===== src/rtl/branch_hazard_ctrl_if.sv =====
// Decode-stage hazard bus: D-stage operand/destination info and the
// comparator branch decision flowing in, stall/forward controls flowing out.
interface branch_hazard_ctrl_if #(
  parameter int REG_W = 5,
  parameter int T_W   = 2,
  parameter int CNT_W = 16
);
  logic [REG_W-1:0] D_Rs;
  logic [REG_W-1:0] D_Rt;
  logic [T_W-1:0]   D_TuseRs;
  logic [T_W-1:0]   D_TuseRt;
  logic [REG_W-1:0] D_WriteReg;
  logic [T_W-1:0]   D_Tnew;
  logic             cmp_Branch;
  logic             stall;
  logic [1:0]       FwdRd1Sel;
  logic [1:0]       FwdRd2Sel;
  logic             take_branch;
  logic [CNT_W-1:0] stall_cnt;

  // Pipeline side: presents the D-stage instruction, consumes the controls.
  modport master (
    output D_Rs, D_Rt, D_TuseRs, D_TuseRt, D_WriteReg, D_Tnew, cmp_Branch,
    input  stall, FwdRd1Sel, FwdRd2Sel, take_branch, stall_cnt
  );

  // Scheduler side.
  modport slave (
    input  D_Rs, D_Rt, D_TuseRs, D_TuseRt, D_WriteReg, D_Tnew, cmp_Branch,
    output stall, FwdRd1Sel, FwdRd2Sel, take_branch, stall_cnt
  );
endinterface


===== src/rtl/branch_hazard_ctrl.sv =====
// Stall/forward scheduler for the decode-stage branch comparator.
// Shadows the destination register and Tnew countdown of the instructions
// in E, M and W, stalls D while a needed operand is not yet forwardable,
// and picks the forwarding source for the comparator's two operands.
// stall, the selects and take_branch are combinational so they apply to
// the instruction currently sitting in D.
module branch_hazard_ctrl #(
  parameter int REG_W = 5,
  parameter int T_W   = 2,
  parameter int CNT_W = 16
) (
  input  logic                clk,
  input  logic                reset,
  branch_hazard_ctrl_if.slave bus
);

  localparam logic [T_W-1:0]   TUSE_NONE = {T_W{1'b1}};
  localparam logic [T_W-1:0]   TNEW_ZERO = {T_W{1'b0}};
  localparam logic [REG_W-1:0] REG_ZERO  = {REG_W{1'b0}};
  localparam logic [CNT_W-1:0] CNT_MAX   = {CNT_W{1'b1}};
  localparam logic [CNT_W-1:0] CNT_ONE   = {{(CNT_W-1){1'b0}}, 1'b1};

  localparam logic [1:0] SEL_RF = 2'd0;
  localparam logic [1:0] SEL_M  = 2'd1;
  localparam logic [1:0] SEL_W  = 2'd2;

  // Shadow slots for the instructions in E, M and W.
  logic [REG_W-1:0] e_wreg_r, m_wreg_r, w_wreg_r;
  logic [T_W-1:0]   e_tnew_r, m_tnew_r, w_tnew_r;
  logic [CNT_W-1:0] stall_cnt_r;

  logic       stall_s;
  logic       hz_rs_s;
  logic       hz_rt_s;
  logic [1:0] fwd_rd1_s;
  logic [1:0] fwd_rd2_s;

  // Tnew countdown that bottoms out at zero once the value is forwardable.
  function automatic logic [T_W-1:0] sat_dec(input logic [T_W-1:0] x);
    logic [T_W-1:0] r;
    if (x != TNEW_ZERO) begin
      r = x - {{(T_W-1){1'b0}}, 1'b1};
    end else begin
      r = TNEW_ZERO;
    end
    return r;
  endfunction

  // A source is hazardous when an in-flight producer in E or M will not have
  // its result ready by the time the consumer needs it. W is always ready.
  function automatic logic hazard(
    input logic [REG_W-1:0] src,
    input logic [T_W-1:0]   tuse,
    input logic [REG_W-1:0] e_wreg,
    input logic [T_W-1:0]   e_tnew,
    input logic [REG_W-1:0] m_wreg,
    input logic [T_W-1:0]   m_tnew
  );
    logic h;
    if ((tuse != TUSE_NONE) && (src != REG_ZERO)) begin
      h = ((e_wreg == src) && (e_tnew > tuse)) ||
          ((m_wreg == src) && (m_tnew > tuse));
    end else begin
      h = 1'b0;
    end
    return h;
  endfunction

  // Newest producer wins. A not-yet-ready newer producer blocks forwarding
  // from any older stage, so the comparator never sees a stale value.
  function automatic logic [1:0] fwd_sel(
    input logic [REG_W-1:0] src,
    input logic [REG_W-1:0] e_wreg,
    input logic [T_W-1:0]   e_tnew,
    input logic [REG_W-1:0] m_wreg,
    input logic [T_W-1:0]   m_tnew,
    input logic [REG_W-1:0] w_wreg,
    input logic [T_W-1:0]   w_tnew
  );
    logic [1:0] sel;
    if (src == REG_ZERO) begin
      sel = SEL_RF;
    end else if ((e_wreg == src) && (e_tnew != TNEW_ZERO)) begin
      sel = SEL_RF;
    end else if (m_wreg == src) begin
      if (m_tnew == TNEW_ZERO) begin
        sel = SEL_M;
      end else begin
        sel = SEL_RF;
      end
    end else if (w_wreg == src) begin
      if (w_tnew == TNEW_ZERO) begin
        sel = SEL_W;
      end else begin
        sel = SEL_RF;
      end
    end else begin
      sel = SEL_RF;
    end
    return sel;
  endfunction

  // Same-cycle stall decision and forwarding selects for the D instruction.
  always_comb begin
    hz_rs_s   = 1'b0;
    hz_rt_s   = 1'b0;
    stall_s   = 1'b0;
    fwd_rd1_s = SEL_RF;
    fwd_rd2_s = SEL_RF;
    hz_rs_s   = hazard(bus.D_Rs, bus.D_TuseRs, e_wreg_r, e_tnew_r,
                       m_wreg_r, m_tnew_r);
    hz_rt_s   = hazard(bus.D_Rt, bus.D_TuseRt, e_wreg_r, e_tnew_r,
                       m_wreg_r, m_tnew_r);
    stall_s   = hz_rs_s | hz_rt_s;
    fwd_rd1_s = fwd_sel(bus.D_Rs, e_wreg_r, e_tnew_r, m_wreg_r, m_tnew_r,
                        w_wreg_r, w_tnew_r);
    fwd_rd2_s = fwd_sel(bus.D_Rt, e_wreg_r, e_tnew_r, m_wreg_r, m_tnew_r,
                        w_wreg_r, w_tnew_r);
  end

  // Slot advance: E takes the D instruction or a bubble on stall, M and W
  // inherit the older slot with its Tnew counted down.
  always_ff @(posedge clk) begin
    if (!reset) begin
      e_wreg_r <= REG_ZERO;
      e_tnew_r <= TNEW_ZERO;
      m_wreg_r <= REG_ZERO;
      m_tnew_r <= TNEW_ZERO;
      w_wreg_r <= REG_ZERO;
      w_tnew_r <= TNEW_ZERO;
    end else begin
      m_wreg_r <= e_wreg_r;
      m_tnew_r <= sat_dec(e_tnew_r);
      w_wreg_r <= m_wreg_r;
      w_tnew_r <= sat_dec(m_tnew_r);
      if (stall_s) begin
        e_wreg_r <= REG_ZERO;
        e_tnew_r <= TNEW_ZERO;
      end else begin
        e_wreg_r <= bus.D_WriteReg;
        e_tnew_r <= bus.D_Tnew;
      end
    end
  end

  // Saturating count of stall cycles since reset.
  always_ff @(posedge clk) begin
    if (!reset) begin
      stall_cnt_r <= {CNT_W{1'b0}};
    end else if (stall_s && (stall_cnt_r != CNT_MAX)) begin
      stall_cnt_r <= stall_cnt_r + CNT_ONE;
    end else begin
      stall_cnt_r <= stall_cnt_r;
    end
  end

  assign bus.stall       = stall_s;
  assign bus.FwdRd1Sel   = fwd_rd1_s;
  assign bus.FwdRd2Sel   = fwd_rd2_s;
  assign bus.take_branch = bus.cmp_Branch & ~stall_s;
  assign bus.stall_cnt   = stall_cnt_r;

endmodule


===== src/flat_wrapper.sv =====
// flat-port wrapper written by rule: the top's interface ports become plain ports
module branch_hazard_ctrl_flat 
#(
  parameter int REG_W = 5,
  parameter int T_W   = 2,
  parameter int CNT_W = 16
)
  (clk, reset, bus_D_Rs, bus_D_Rt, bus_D_TuseRs, bus_D_TuseRt, bus_D_WriteReg, bus_D_Tnew, bus_cmp_Branch, bus_stall, bus_FwdRd1Sel, bus_FwdRd2Sel, bus_take_branch, bus_stall_cnt);
  branch_hazard_ctrl_if #(.REG_W(REG_W), .T_W(T_W), .CNT_W(CNT_W)) bus_i ();
  input  logic clk;
  input  logic reset;
  input wire logic [$bits(bus_i.D_Rs)-1:0] bus_D_Rs;
  input wire logic [$bits(bus_i.D_Rt)-1:0] bus_D_Rt;
  input wire logic [$bits(bus_i.D_TuseRs)-1:0] bus_D_TuseRs;
  input wire logic [$bits(bus_i.D_TuseRt)-1:0] bus_D_TuseRt;
  input wire logic [$bits(bus_i.D_WriteReg)-1:0] bus_D_WriteReg;
  input wire logic [$bits(bus_i.D_Tnew)-1:0] bus_D_Tnew;
  input wire logic [$bits(bus_i.cmp_Branch)-1:0] bus_cmp_Branch;
  output wire logic [$bits(bus_i.stall)-1:0] bus_stall;
  output wire logic [$bits(bus_i.FwdRd1Sel)-1:0] bus_FwdRd1Sel;
  output wire logic [$bits(bus_i.FwdRd2Sel)-1:0] bus_FwdRd2Sel;
  output wire logic [$bits(bus_i.take_branch)-1:0] bus_take_branch;
  output wire logic [$bits(bus_i.stall_cnt)-1:0] bus_stall_cnt;
  assign bus_i.D_Rs = bus_D_Rs;
  assign bus_i.D_Rt = bus_D_Rt;
  assign bus_i.D_TuseRs = bus_D_TuseRs;
  assign bus_i.D_TuseRt = bus_D_TuseRt;
  assign bus_i.D_WriteReg = bus_D_WriteReg;
  assign bus_i.D_Tnew = bus_D_Tnew;
  assign bus_i.cmp_Branch = bus_cmp_Branch;
  assign bus_stall = bus_i.stall;
  assign bus_FwdRd1Sel = bus_i.FwdRd1Sel;
  assign bus_FwdRd2Sel = bus_i.FwdRd2Sel;
  assign bus_take_branch = bus_i.take_branch;
  assign bus_stall_cnt = bus_i.stall_cnt;
  branch_hazard_ctrl #(.REG_W(REG_W), .T_W(T_W), .CNT_W(CNT_W)) u_core (.clk(clk), .reset(reset), .bus(bus_i));
endmodule

===== config.mk =====
export PLATFORM = sky130hd
export DESIGN_NAME = branch_hazard_ctrl_flat
export DESIGN_NICKNAME = d
export VERILOG_FILES = /design/src/rtl/branch_hazard_ctrl_if.sv /design/src/rtl/branch_hazard_ctrl.sv /design/src/flat_wrapper.sv
export SDC_FILE = /design/constraint.sdc
export NUM_CORES = 1
export LEC_CHECK = 0
export ABC_AREA = 1
export ABC_CLOCK_PERIOD_IN_PS = 1800
export CAP_MARGIN = 10
export CORE_ASPECT_RATIO = 1.2
export CORE_UTILIZATION = 51
export CTS_CLUSTER_DIAMETER = 120
export DETAILED_ROUTE_END_ITERATION = 16
export PLACE_DENSITY = 0.83
export SLEW_MARGIN = 10
export SYNTH_ARGS = -nofsm -noshare
export SYNTH_HDL_FRONTEND = slang
export SYNTH_SLANG_ARGS = --single-unit
export TNS_END_PERCENT = 50

===== constraint.sdc =====
create_clock -name clk -period 1.8 [get_ports clk]
set_input_delay 0.18 -clock clk [delete_from_list [all_inputs] [get_ports clk]]
set_output_delay 0.18 -clock clk [all_outputs]
set_load 0.01 [all_outputs]

==> results of run 1 <==
-- cell usage after synthesis --
master / count
nand2_1: 96
inv_1: 62
nor2_1: 43
dfxtp_1: 37
nand3_1: 26
a21oi_1: 19
nor3_1: 12
ha_1: 11
inv_2: 11
nand4_1: 11
xnor2_1: 7
xor2_1: 6
buf_4: 5
a21boi_0: 3
nand2_2: 3
o2111ai_1: 2
o21ai_0: 2
a211oi_1: 1
a221oi_1: 1
buf_6: 1
clkbuf_1: 1
clkinv_2: 1
nand3_2: 1
nand3b_1: 1
nor2_2: 1
nor2_4: 1
nor3b_4: 1
nor4_1: 1
-- layer usage --
metal	track usage (%)	routed length (µm)	up-vias	part of all wire [%]
met5	0	0	-	0
met4	11.4	140	0	2.4
met3	3.89	219	14	3.7
met2	48.3	3140	64	53
met1	27.5	2410	1139	41
li1	-	-	1270	-
-- critical path, stage by stage, from the launching register on --
cell      delay [ns]
dfxtp_2         0.35
ha_1            0.31
nand2_1         0.06
a21boi_2        0.15
nand4_1         0.10
nand2_1         0.07
nand2_1         0.06
nand2_2         0.11
nor2_1          0.05
buf_2           0.13
-- kinds of logic after synthesis --
kind of cell    Yosys count  synth area share [%]
fa+ha+maj                11                  5.87
flops                    37                  31.6
xor+xnor                 13                  4.86
buf+inv                  81                  14.1
simple gates            197                  36.7
compound gates           28                  6.88
-- path summary, 6_finish.rpt --
path | startpoint | end
setup reg to reg | u_core.e_tnew_r[1] | u_core.e_wreg_r[4]
hold reg to reg | u_core.e_tnew_r[0] | u_core.m_tnew_r[0]
hold / removal | bus_D_Tnew[0] | u_core.e_tnew_r[0]
setup / recovery | u_core.e_tnew_r[1] | bus_take_branch
-- flip-flops by register name, indices dropped and copies added, names as in the netlist --
signal,cells
u_core.e_wreg_r,5
u_core.bus.stall_cnt,16
u_core.e_tnew_r,2
u_core.m_tnew_r,2
u_core.m_wreg_r,5
u_core.w_wreg_r,5
u_core.w_tnew_r,2
-- layout make-up --
cell class / count / area share [%]
multi-input combinational: 249 / 44.1
sequential: 37 / 23.5
timing repair buffer: 65 / 17.7
inverter: 74 / 8.82
clock buffer: 6 / 2.56
tap: 56 / 2.18
clock inverter: 2 / 1.17
-- power by group through the flow --
stage,sequential [µW],combinational [µW],clock [µW]
5_1_grt,880,411,807
2_1_floorplan,885,187,0
3_3_place_gp,888,326,0
3_5_place_dp,889,337,0
6_report,877,370,754
4_1_cts,874,352,770
-- per-stage QoR --
| step | TNS, ns | setup WS (ns) | area [µm²] |
|---|---|---|---|
| 2_1_floorplan | 0 | 0.133 | 2340 |
| 3_3_place_gp | -10.74 | -0.513 | 2960 |
| 3_5_place_dp | -12.34 | -0.558 | 2960 |
| 4_1_cts | -0.239 | -0.0916 | 3160 |
| 5_1_grt | -2.01 | -0.151 | 3220 |
| 6_report | -0.197 | -0.0637 | 3220 |
-- what timing repair did --
action	in CTS	in global routing
pin swaps	11	9
setup endpoints to repair	29	29
resized for setup	61	14
==> out/metrics.csv, run 1 <==
metric;value;unit
layout-drive-gt1-share;20.6;%
netlist_instances;367;
routedWlPerCell;12.1;µm
nFillCells;349;
viasPerCell;5.09;
fp.dieH;76.3;µm
tightest_slew;0.294;ns
min_path_cells;3;
grt_pass1_wl;9.92;mm
numPortBuffers;45;
gp_congestion;0.930;
firstDrtPassIters;4;
multi_input_area;1420;µm²
synth.largest_area_cell;dfxtp_1;
crit_fanout;4;
status;finished with violations;
crit_path_end_kind;output pin;
clockPowerShare;37.7;%
rsz0062_at_grt;yes;
hold_buffers;0;
intPower;1470;µW
fin_skew;0.00714;ns
violations;negative setup slack;
setup_viol_count_final;10;
root_buffer;clkbuf_8;
postCtsSetupRepairBufs;0;
cts_tree;done;
syn-cell-area;2340;µm²
htreeDepth;2;
clock_latency;0.29;ns
overflow;0;
final_cell_mix;nand2_1, inv_1, nor2_1, nand3_1, dfxtp_1;
hold_class;in -> reg;
synth_nets;402;
antennaDiodeCount;0;
startpoint_type;register;
maxCapViolCount;0;
hold_viol_final;0;
dpl.hpwl;4.44;mm
synth.top_cells.by_area;dfxtp_1, nand2_1, inv_1;
drt-initial-drc-count;176;
finish.utilization;74.4;%
clk_path_buf_depth;2;
drv_slew;0;
initial_utilization;54.2;%
pwr-share-comb;18.5;%
ant_nets;0;
yosysWarningCount;0;
reg2reg_slack;-0.02;ns
reg2regPathDepth;11;
register_area;757;µm²
p_leak;0.00157;µW
final_cells;489;
die-area;4870;µm²
fin_crit_sh;104;%
slew_headroom;80.4;%
max_freq;0.537;GHz
post-route-worst-setup-slack;-0.0637;ns
synthDominantCellAreaShare;31.6;%
yosysUniqueCellTypes;28;
core;4330;µm²
crit_arrival;1.68;ns
switchingPower;530;µW
num_vias;2487;
final_common_cell;nand2_1;
power.share.sequential;43.8;%
num_io_pins;46;
placed_cells_incl_taps;481;
irDropWorstVdd;617;µV
grt_antenna_before_repair;0;
grt_pass1_vias;2339;
rows;26;
drc;0;
grt_usage;25.7;%
synth-seq-cells;37;
hold_slack;0.406;ns
finalPower;2000;µW
worst_ep_required_time;1.62;ns
clk_pin_slew_worst_paths;0.08;ns
die_w;63.9;µm
power_density;621;nW/µm²
nets;467;
grt_max_degree;20;
numCtsBuffers;5;
clock-sinks;37;
period_needed;1.86;ns
finalWirelength;5.91;mm
synth.avg_cell_area;6.39;µm²
sw_frac_of_total;26.5;%
area_growth;37.4;%
critical_path_class;reg -> out;
yosysSeqAreaShare;31.6;%
(Power assumes the default switching activity.)
==> run 2, diff against run 1 <==
--- a/config.mk
+++ b/config.mk
@@ -5,14 +5,14 @@
 export SDC_FILE = /design/constraint.sdc
 export NUM_CORES = 1
 export LEC_CHECK = 0
-export ABC_AREA = 1
 export ABC_CLOCK_PERIOD_IN_PS = 1800
 export CAP_MARGIN = 10
 export CORE_ASPECT_RATIO = 1.2
 export CORE_UTILIZATION = 51
 export CTS_CLUSTER_DIAMETER = 120
 export DETAILED_ROUTE_END_ITERATION = 16
-export PLACE_DENSITY = 0.83
+export PLACE_DENSITY = 0.84
+export REMOVE_ABC_BUFFERS = 1
 export SLEW_MARGIN = 10
 export SYNTH_ARGS = -nofsm -noshare
 export SYNTH_HDL_FRONTEND = slang
==> out/metrics.csv, run 2 <==
metric;value;unit
status;finished with violations;
violations;negative setup slack;
dp_slack;-0.816;ns
synth.top_cells.by_area;dfxtp_1, xnor2_1, ha_1;
ant_nets;0;
r2r-end;u_core.bus.stall_cnt[9];
firstDrtPassIters;5;
p_leak;0.00151;µW
slew_headroom;66.5;%
drt-initial-drc-count;179;
synthSimpleGateAreaFrac;28.4;%
finalWirelength;8.92;mm
cp-startpoint;u_core.m_wreg_r[3];
hold_viol_final;0;
clk_path_buf_depth;2;
crit_fanout;6;
routedWlPerCell;21.8;µm
gp_congestion;0.877;
nFillCells;187;
setup-tns-final;-7.99;ns
synth_top_family_by_area;simple AND/OR/NAND/NOR gates;
clock-sinks;37;
synth_ff_type;dfxtp_1;
rsz0062_at_grt;yes;
area_growth;66.3;%
fin_crit_sh;124;%
clk_pin_slew_worst_paths;0.08;ns
dpl.hpwl;4.25;mm
layout-drive-gt1-share;38.9;%
grt_pass1_wl;10.2;mm
crit_path_end_kind;register;
endpoint;u_core.bus.stall_cnt[9];
syn-cell-area;2130;µm²
power_density;551;nW/µm²
nets;389;
largest_reg_flops;16;
crit_arrival;2.42;ns
reg2regPathDepth;10;
synth.largest_area_cell;dfxtp_1;
rows;25;
hold_buffers;0;
synth_compound_gate_area_share;8.46;%
max_freq;0.448;GHz
numPortBuffers;45;
post-route-worst-setup-slack;-0.432;ns
final_common_cell;buf_4;
maxCapViolCount;0;
yosysUniqueCellTypes;37;
yosysSeqAreaShare;34.8;%
cts_tree;done;
drv_slew;0;
synth_common_cells;dfxtp_1, nor2_1, xnor2_1;
die_w;61.0;µm
initial_utilization;53.6;%
synth-xor-area-share;14.8;%
synth_fa_ha_area_share;6.46;%
async_flop_share;0;%
netlist_instances;252;
viasPerCell;6.07;
drc;0;
synth-seq-cells;37;
yosys.cell_count.top_type;dfxtp_1;
period_needed;2.23;ns
final_cell_mix;buf_4, nor2_1, dfxtp_1, clkdlybuf4s50_1, buf_6;
clock_latency;0.30;ns
r2r_start;u_core.m_wreg_r[3];
grt_antenna_before_repair;0;
fp.dieH;72.8;µm
grt_pass1_vias;2299;
startpoint_type;register;
numCtsBuffers;5;
antennaDiodeCount;0;
grt_max_degree;19;
irDropWorstVdd;676;µV
tightest_slew;0.501;ns
core;3970;µm²
muxShareOfSynthArea;2.82;%
critical_path_class;reg -> reg;
root_buffer;clkbuf_8;
synth.avg_cell_area;8.45;µm²
synthDominantCellAreaShare;34.8;%
yosysWarningCount;0;
num_io_pins;46;
worst_ep_required_time;1.99;ns
setup_viol_count_final;29;
reg2reg_slack;-0.43;ns
die-area;4440;µm²
num_vias;2483;
fin_skew;0.00648;ns
grt_usage;31.8;%
synth_edf_count;0;
overflow;0;
htreeDepth;2;
hp-start;bus_D_WriteReg[3];
hold_class;in -> reg;
[run 2: worst min-delay path by stage]
stage | slack, ns | cells past startpoint | endpoint
finish | 0.41 | 3 | u_core.e_wreg_r[3]
global route | 0.41 | 3 | u_core.e_wreg_r[3]
CTS | 0.39 | 3 | u_core.e_wreg_r[2]
detailed placement | 0.40 | 1 | u_core.m_tnew_r[0]
global placement | 0.40 | 1 | u_core.m_tnew_r[0]
floorplan | 0.29 | 2 | u_core.e_tnew_r[0]
[run 2: layout make-up]
class / instances / area (µm²) / share of cell area (%)
clock buffer: 5 / 68.8 / 1.94
tap: 54 / 67.6 / 1.91
multi-input combinational: 194 / 1640 / 46.3
clock inverter: 3 / 17.5 / 0.495
timing repair buffer: 98 / 916 / 25.9
sequential: 37 / 761 / 21.5
inverter: 18 / 70.1 / 1.98
[run 2: per-layer routing]
metal  up-vias  part of all wire (%)  GRT usage, %
met2       187                    51          58.4
met1      1176                    36          31.8
met3        68                   6.7          8.33
met4         0                   6.7          16.2
met5         -                     0             0
li1       1052                     -             -
[run 2: through the flow]
| step | cell area (µm²) | instances | power [µW] | hold WS (ns) | util, % |
|---|---|---|---|---|---|
| final | 3540 | 409 | 1950 | 0.405 | 89.1 |
| after global routing | 3540 | 409 | 2000 | 0.411 | 89.1 |
| after CTS | 3280 | 404 | 1820 | 0.392 | 82.5 |
| after detailed placement | 2960 | 391 | 1200 | 0.404 | 74.4 |
| after global placement | 2960 | 391 | 1190 | 0.398 | 74.4 |
| after floorplan | 2110 | 248 | 1030 | 0.292 | - |
[run 2: cell families after synthesis]
| family | Yosys count |
|---|---|
| buffers and inverters | 22 |
| AO/OA/AOI/OAI | 26 |
| multiplexers | 6 |
| flip-flops | 37 |
| AND/OR/NAND/NOR | 114 |
| XOR/XNOR | 36 |
| adder cells (fa/ha/maj) | 11 |
[run 2: critical path, cell delays in order (launching register included)]
cell	delay, ns
dfxtp_1	0.35
xnor2_1	0.43
nand4_1	0.25
nor3_2	0.23
buf_4	0.15
o21ai_2	0.06
buf_6	0.15
buf_12	0.13
a21oi_2	0.14
xnor2_1	0.13
nor2_1	0.08
[run 2: where the power goes]
group          leakage (µW)  switching [µW]  internal (µW)
Sequential         0.000305            31.8            843
Clock             0.0000439             338            268
Combinational       0.00116             237            232
[run 2: what timing repair did]
item	4_1_cts	5_1_grt
gates resized for setup	90	43
setup endpoints to repair	29	29
pin swaps	27	23
setup buffers	4	7
cloned	1	0
